File: src/rtl/pulse_sync_pkg.sv
// Shared types and parameter defaults for the toggle-handshake pulse transmitter.
package pulse_sync_pkg;

  localparam int unsigned CH_DEF          = 4;
  localparam int unsigned CNT_W_DEF       = 3;
  localparam int unsigned SYNC_STAGES_DEF = 2;

  typedef enum logic {
    IDLE = 1'b0,
    WAIT = 1'b1
  } ch_state_e;

endpackage

File: src/rtl/pulse_tx_ch.sv
// One pulse channel: ack synchroniser, IDLE/WAIT handshake FSM, saturating
// pending-pulse counter and sticky overflow flag.
module pulse_tx_ch
  import pulse_sync_pkg::*;
#(
  parameter int unsigned CNT_W       = CNT_W_DEF,
  parameter int unsigned SYNC_STAGES = SYNC_STAGES_DEF
) (
  input  logic             clk,
  input  logic             rst,
  input  logic             din_en,
  input  logic             ovf_clr,
  input  logic             ack_tgl,
  output logic             req_tgl,
  output logic [CNT_W-1:0] pend_cnt,
  output logic             busy,
  output logic             overflow
);

  localparam logic [CNT_W-1:0] CNT_MAX = {CNT_W{1'b1}};

  ch_state_e              state_q, state_d;
  logic                   req_q, req_d;
  logic [CNT_W-1:0]       cnt_q, cnt_d;
  logic                   ovf_q, ovf_d;
  logic [SYNC_STAGES-1:0] sync_q;
  logic                   ack_s;
  logic                   launch;
  logic                   drop;

  assign ack_s = sync_q[SYNC_STAGES-1];

  always_comb begin
    // NOTE: every comb output gets a default first, so no path can infer a latch.
    state_d = state_q;
    req_d   = req_q;
    cnt_d   = cnt_q;
    ovf_d   = ovf_q & ~ovf_clr;
    launch  = 1'b0;
    drop    = 1'b0;

    unique case (state_q)
      IDLE: begin
        if (cnt_q != '0 || din_en) begin
          launch  = 1'b1;
          req_d   = ~req_q;
          state_d = WAIT;
        end
      end
      WAIT: begin
        // Ack level matching our request level means the remote side caught up.
        if (ack_s == req_q) state_d = IDLE;
      end
      default: state_d = IDLE;
    endcase

    if (din_en && !launch) begin
      if (cnt_q == CNT_MAX) drop = 1'b1;
      else                  cnt_d = cnt_q + 1'b1;
    end else if (!din_en && launch) begin
      cnt_d = cnt_q - 1'b1;
    end

    // A drop in the same cycle as a clear keeps the flag set.
    if (drop) ovf_d = 1'b1;
  end

  // NOTE: sequential state uses non-blocking assignments only, so every flop
  // samples pre-edge values regardless of process ordering.
  always_ff @(posedge clk) begin
    if (rst) begin
      state_q <= IDLE;
      req_q   <= 1'b0;
      cnt_q   <= '0;
      ovf_q   <= 1'b0;
      sync_q  <= '0;
    end else begin
      state_q <= state_d;
      req_q   <= req_d;
      cnt_q   <= cnt_d;
      ovf_q   <= ovf_d;
      sync_q  <= {sync_q[SYNC_STAGES-2:0], ack_tgl};
    end
  end

  assign req_tgl  = req_q;
  assign pend_cnt = cnt_q;
  assign busy     = (state_q == WAIT);
  assign overflow = ovf_q;

endmodule

File: src/rtl/pulse_sync_tx.sv
// Multi-channel pulse transmitter: CH independent toggle-handshake channels.
module pulse_sync_tx
  import pulse_sync_pkg::*;
#(
  parameter int unsigned CH          = CH_DEF,
  parameter int unsigned CNT_W       = CNT_W_DEF,
  parameter int unsigned SYNC_STAGES = SYNC_STAGES_DEF
) (
  input  logic                clk,
  input  logic                rst,
  input  logic [CH-1:0]       din_en,
  input  logic [CH-1:0]       ovf_clr,
  input  logic [CH-1:0]       ack_tgl,
  output logic [CH-1:0]       req_tgl,
  output logic [CH*CNT_W-1:0] pend_cnt,
  output logic [CH-1:0]       busy,
  output logic [CH-1:0]       overflow
);

  for (genvar g = 0; g < CH; g++) begin : g_ch
    pulse_tx_ch #(
      .CNT_W      (CNT_W),
      .SYNC_STAGES(SYNC_STAGES)
    ) u_ch (
      .clk     (clk),
      .rst     (rst),
      .din_en  (din_en[g]),
      .ovf_clr (ovf_clr[g]),
      .ack_tgl (ack_tgl[g]),
      .req_tgl (req_tgl[g]),
      .pend_cnt(pend_cnt[g*CNT_W +: CNT_W]),
      .busy    (busy[g]),
      .overflow(overflow[g])
    );
  end

endmodule

File: config.mk
export PLATFORM = sky130hd
export DESIGN_NAME = pulse_sync_tx
export DESIGN_NICKNAME = d
export VERILOG_FILES = /design/src/rtl/pulse_sync_pkg.sv /design/src/rtl/pulse_tx_ch.sv /design/src/rtl/pulse_sync_tx.sv
export SDC_FILE = /design/constraint.sdc
export NUM_CORES = 1
export LEC_CHECK = 0
export CAP_MARGIN = 20
export CORE_ASPECT_RATIO = 1.4
export CORE_MARGIN = 3
export CORE_UTILIZATION = 52
export CTS_BUF_LIST = sky130_fd_sc_hd__clkbuf_8
export DETAILED_ROUTE_END_ITERATION = 8
export PLACE_DENSITY_LB_ADDON = 0.08
export RECOVER_POWER = 100
export REMOVE_ABC_BUFFERS = 1
export SLEW_MARGIN = 20
export SYNTH_ARGS = -nofsm -noshare
export SYNTH_HDL_FRONTEND = slang
export SYNTH_SLANG_ARGS = --single-unit
export TNS_END_PERCENT = 5
File: constraint.sdc
create_clock -name clk -period 2.95 [get_ports clk]
set_clock_uncertainty 0.05 [all_clocks]
set_input_delay 0.295 -clock clk [delete_from_list [all_inputs] [get_ports clk]]
set_output_delay 0.295 -clock clk [all_outputs]
set_load 0.005 [all_outputs]
==> summary.md <==
| Metric | Value |
|---|---|
| Status | finished clean |
| Top_reg_cell synth | dfxtp_1 |
| First-pass GRT wire length | 6240 um |
| Residual DRC | 0 |
| Vias/cell | about 5.6 |
| I/O Pins | 38 |
| CTS Hold Bufs | 0 |
| VDD IR max | 506 uV |
| Synthesized area per cell | a little over 8 um^2 |
| Relative slew slack | 40.5% |
| Core area | around 3200 um^2 |
| CTS Buffer Depth | 2 |
| Initial core utilization | between 50 and 60% |
| WP data arrival | about 2.6 ns |
| Area growth from synthesis to layout | 17.8% |
| Setup TNS | 0 ns |
| Crit end category | flip-flop |
| DPL Wire Length | ~2600 um |
| Max cap viols | 0 |
| Unrepaired setup endpoints after global routing | false |
| CP required | just over 3 ns |
| Vias in the first global route | around 1,400 |
| Rows | 24 |
| Min Clock Period, post-route | 2.45 ns |
| Final Cell Area | roughly 2100 um^2 |
| FFs w/ async S/R, synth | 0% |
| CP startpoint kind | primary input |
| ANT nets after route | 0 |
| Fin crit share | 83.0% |
| Buffers on Ports | 37 |
| Count of pins over their slew limit | 0 |
| Share of cells above drive strength 1 | around 4.7% |
| Power per cell area | 816 nW/um^2 |
| LEAKAGE | between 0.8 and 0.9 nW |
| CTS tree | yes |
| Post-synth EDFFs | 0 |
| Die area | ~4200 um^2 |
| WL final | about 3600 um |
| H-tree depth | 2 |
| Sequential share of the synthesized area | 35.8% |
| GP Congestion | just under 0.8 |
| Commonest non-fill, non-tap cell in the layout | dfxtp_1 |
| Nets | 250 |
| Die Y-Extent | 75.4 um |
| Final Hold Vio Count | 0 |
| Synth Register Bits | 32 |
| Largest net degree at the start of global routing | 23 |
| Clock-pin transition on the worst setup and hold timing paths | about 0.060 ns |
| Via count | around 1,500 |
| Setup violators final | 0 |
| Cell area after synthesis | 1790 um^2 |
| Clock sinks | 32 |
| Critical Path Fanout Max | 8 |
| Placed cell areas | just over 2000 um^2 |
| Cts repair resizes | 0 |
| Ys Warns | 0 |
| Total gr overflow | 0 |
| Max Fclk | ~410 MHz |
| Initial antenna violation count | 0 |
| Clock Tree Root | clkbuf_8 |
| CTS buffer count | 5 |
| Die Width | between 50 and 60 um |
| Postcts setup bufs | 0 |
| Final Util | about two thirds |
| Worst Hold Class | flip-flop to flip-flop |
| Initial DRT Pass Iterations | 4 |
| Commonest cells after routing, fill and taps aside | dfxtp_1, dlygate4sd3_1, nor2_1 |
| Iteration-0 DRC Markers | 35 |
| Synthesized instance count | about 220 |
| Worst Tran Pin Value | 0.893 ns |
| Clk_lat worst skew | around 0.28 ns |
| ANT cells | 0 |
| Wirelength per Cell | ~13 um |
| Crit Path Category | primary input to flip-flop |
| Count of cell types in the netlist | 37 |
| Total GRT Usage | about a fifth |
[synthesized netlist by cell type, types with 4 or more instances]
cell type  instances  area (um^2)
dfxtp_1           32          641
nor2_1            26         97.6
buf_4             12         90.1
clkbuf_1          11         41.3
a21oi_1           10         50.1
inv_1              9         33.8
o21ai_0            9         45.0
a211oi_1           8         60.1
nor2b_1            8         50.1
nor3_1             8         40.0
nand2_1            7         26.3
nand2b_1           7         43.8
buf_2              5         25.0
nor4_1             5         31.3
a211o_1            4         35.0
a22oi_1            4         30.0
a31oi_1            4         25.0
fa_1               4         80.1
mux2_2             4         45.0
nand3_1            4         20.0
o31ai_1            4         30.0
xnor2_1            4         35.0
xor2_1             4         35.0
[final cells by class]
type | count | area, um^2
clock buffer | 5 | 68.8
clock inverter | 2 | 8.76
fill | 268 | 1100
inverter | 10 | 37.5
multi-input combinational | 143 | 920
sequential | 32 | 641
tap | 39 | 48.8
timing repair buffer | 40 | 385
[power by group]
group | internal (mW) | switching (mW)
Sequential | 0.529 | 0.192
Combinational | 0.391 | 0.302
Clock | 0.157 | 0.152
Total | 1.08 | 0.646
[per-layer routing]
layer	vias up	wire (um)	part of all wire, %	GRT usage, %
li1	770	-	-	-
met1	711	1470	41	20.2
met2	36	1830	51	34.2
met3	8	174	4.9	5.42
met4	0	76	2.1	8.38
met5	-	0	0	0
[through the flow]
step / hold WS [ns] / std cells / total power [mW] / worst slack, ns
2_1_floorplan: 0.314 / 185 / 1.15 / 0.886
3_3_place_gp: 0.371 / 264 / 1.42 / 0.586
3_5_place_dp: 0.377 / 264 / 1.47 / 0.462
4_1_cts: 0.391 / 271 / 1.79 / 0.711
5_1_grt: 0.414 / 271 / 1.87 / 0.257
6_report: 0.385 / 271 / 1.72 / 0.502
[worst max-delay path: stages]
cell	delay, ns
dlygate4sd3_1	0.68
and2_0	0.40
clkinv_1	0.19
fa_1	0.45
nor3_1	0.22
a211oi_1	0.09
nor4b_1	0.27
[sequential cells by signal, summed over array words and instances (netlist names)]
name / count
g_ch.u_ch.sync_q: 8
g_ch.u_ch.pend_cnt: 12
g_ch.u_ch.overflow: 4
g_ch.u_ch.busy: 4
g_ch.u_ch.req_tgl: 4
[cells by family after synthesis]
logic type / synth area share [%]
adders and majority gates: 4.47
DFF: 35.8
muxes: 2.52
xor gates and xnor gates: 3.91
and+or+nand+nor: 22.8
AOI/OAI and AO/OA: 17.8
buffers and inverters: 12.7
[worst paths after layout]
| path | start | end | slack [ns] | cells past startpoint |
|---|---|---|---|---|
| setup / recovery | din_en[1] | g_ch[1].u_ch.pend_cnt[2] | 0.50 | 7 |
| hold / removal | g_ch[1].u_ch.sync_q[0] | g_ch[1].u_ch.sync_q[1] | 0.39 | 1 |
| setup reg to reg | g_ch[3].u_ch.busy | g_ch[3].u_ch.pend_cnt[2] | 0.57 | 7 |
| hold reg to reg | g_ch[1].u_ch.sync_q[0] | g_ch[1].u_ch.sync_q[1] | 0.39 | 1 |
Note: power is estimated with default switching activity, not from simulation.
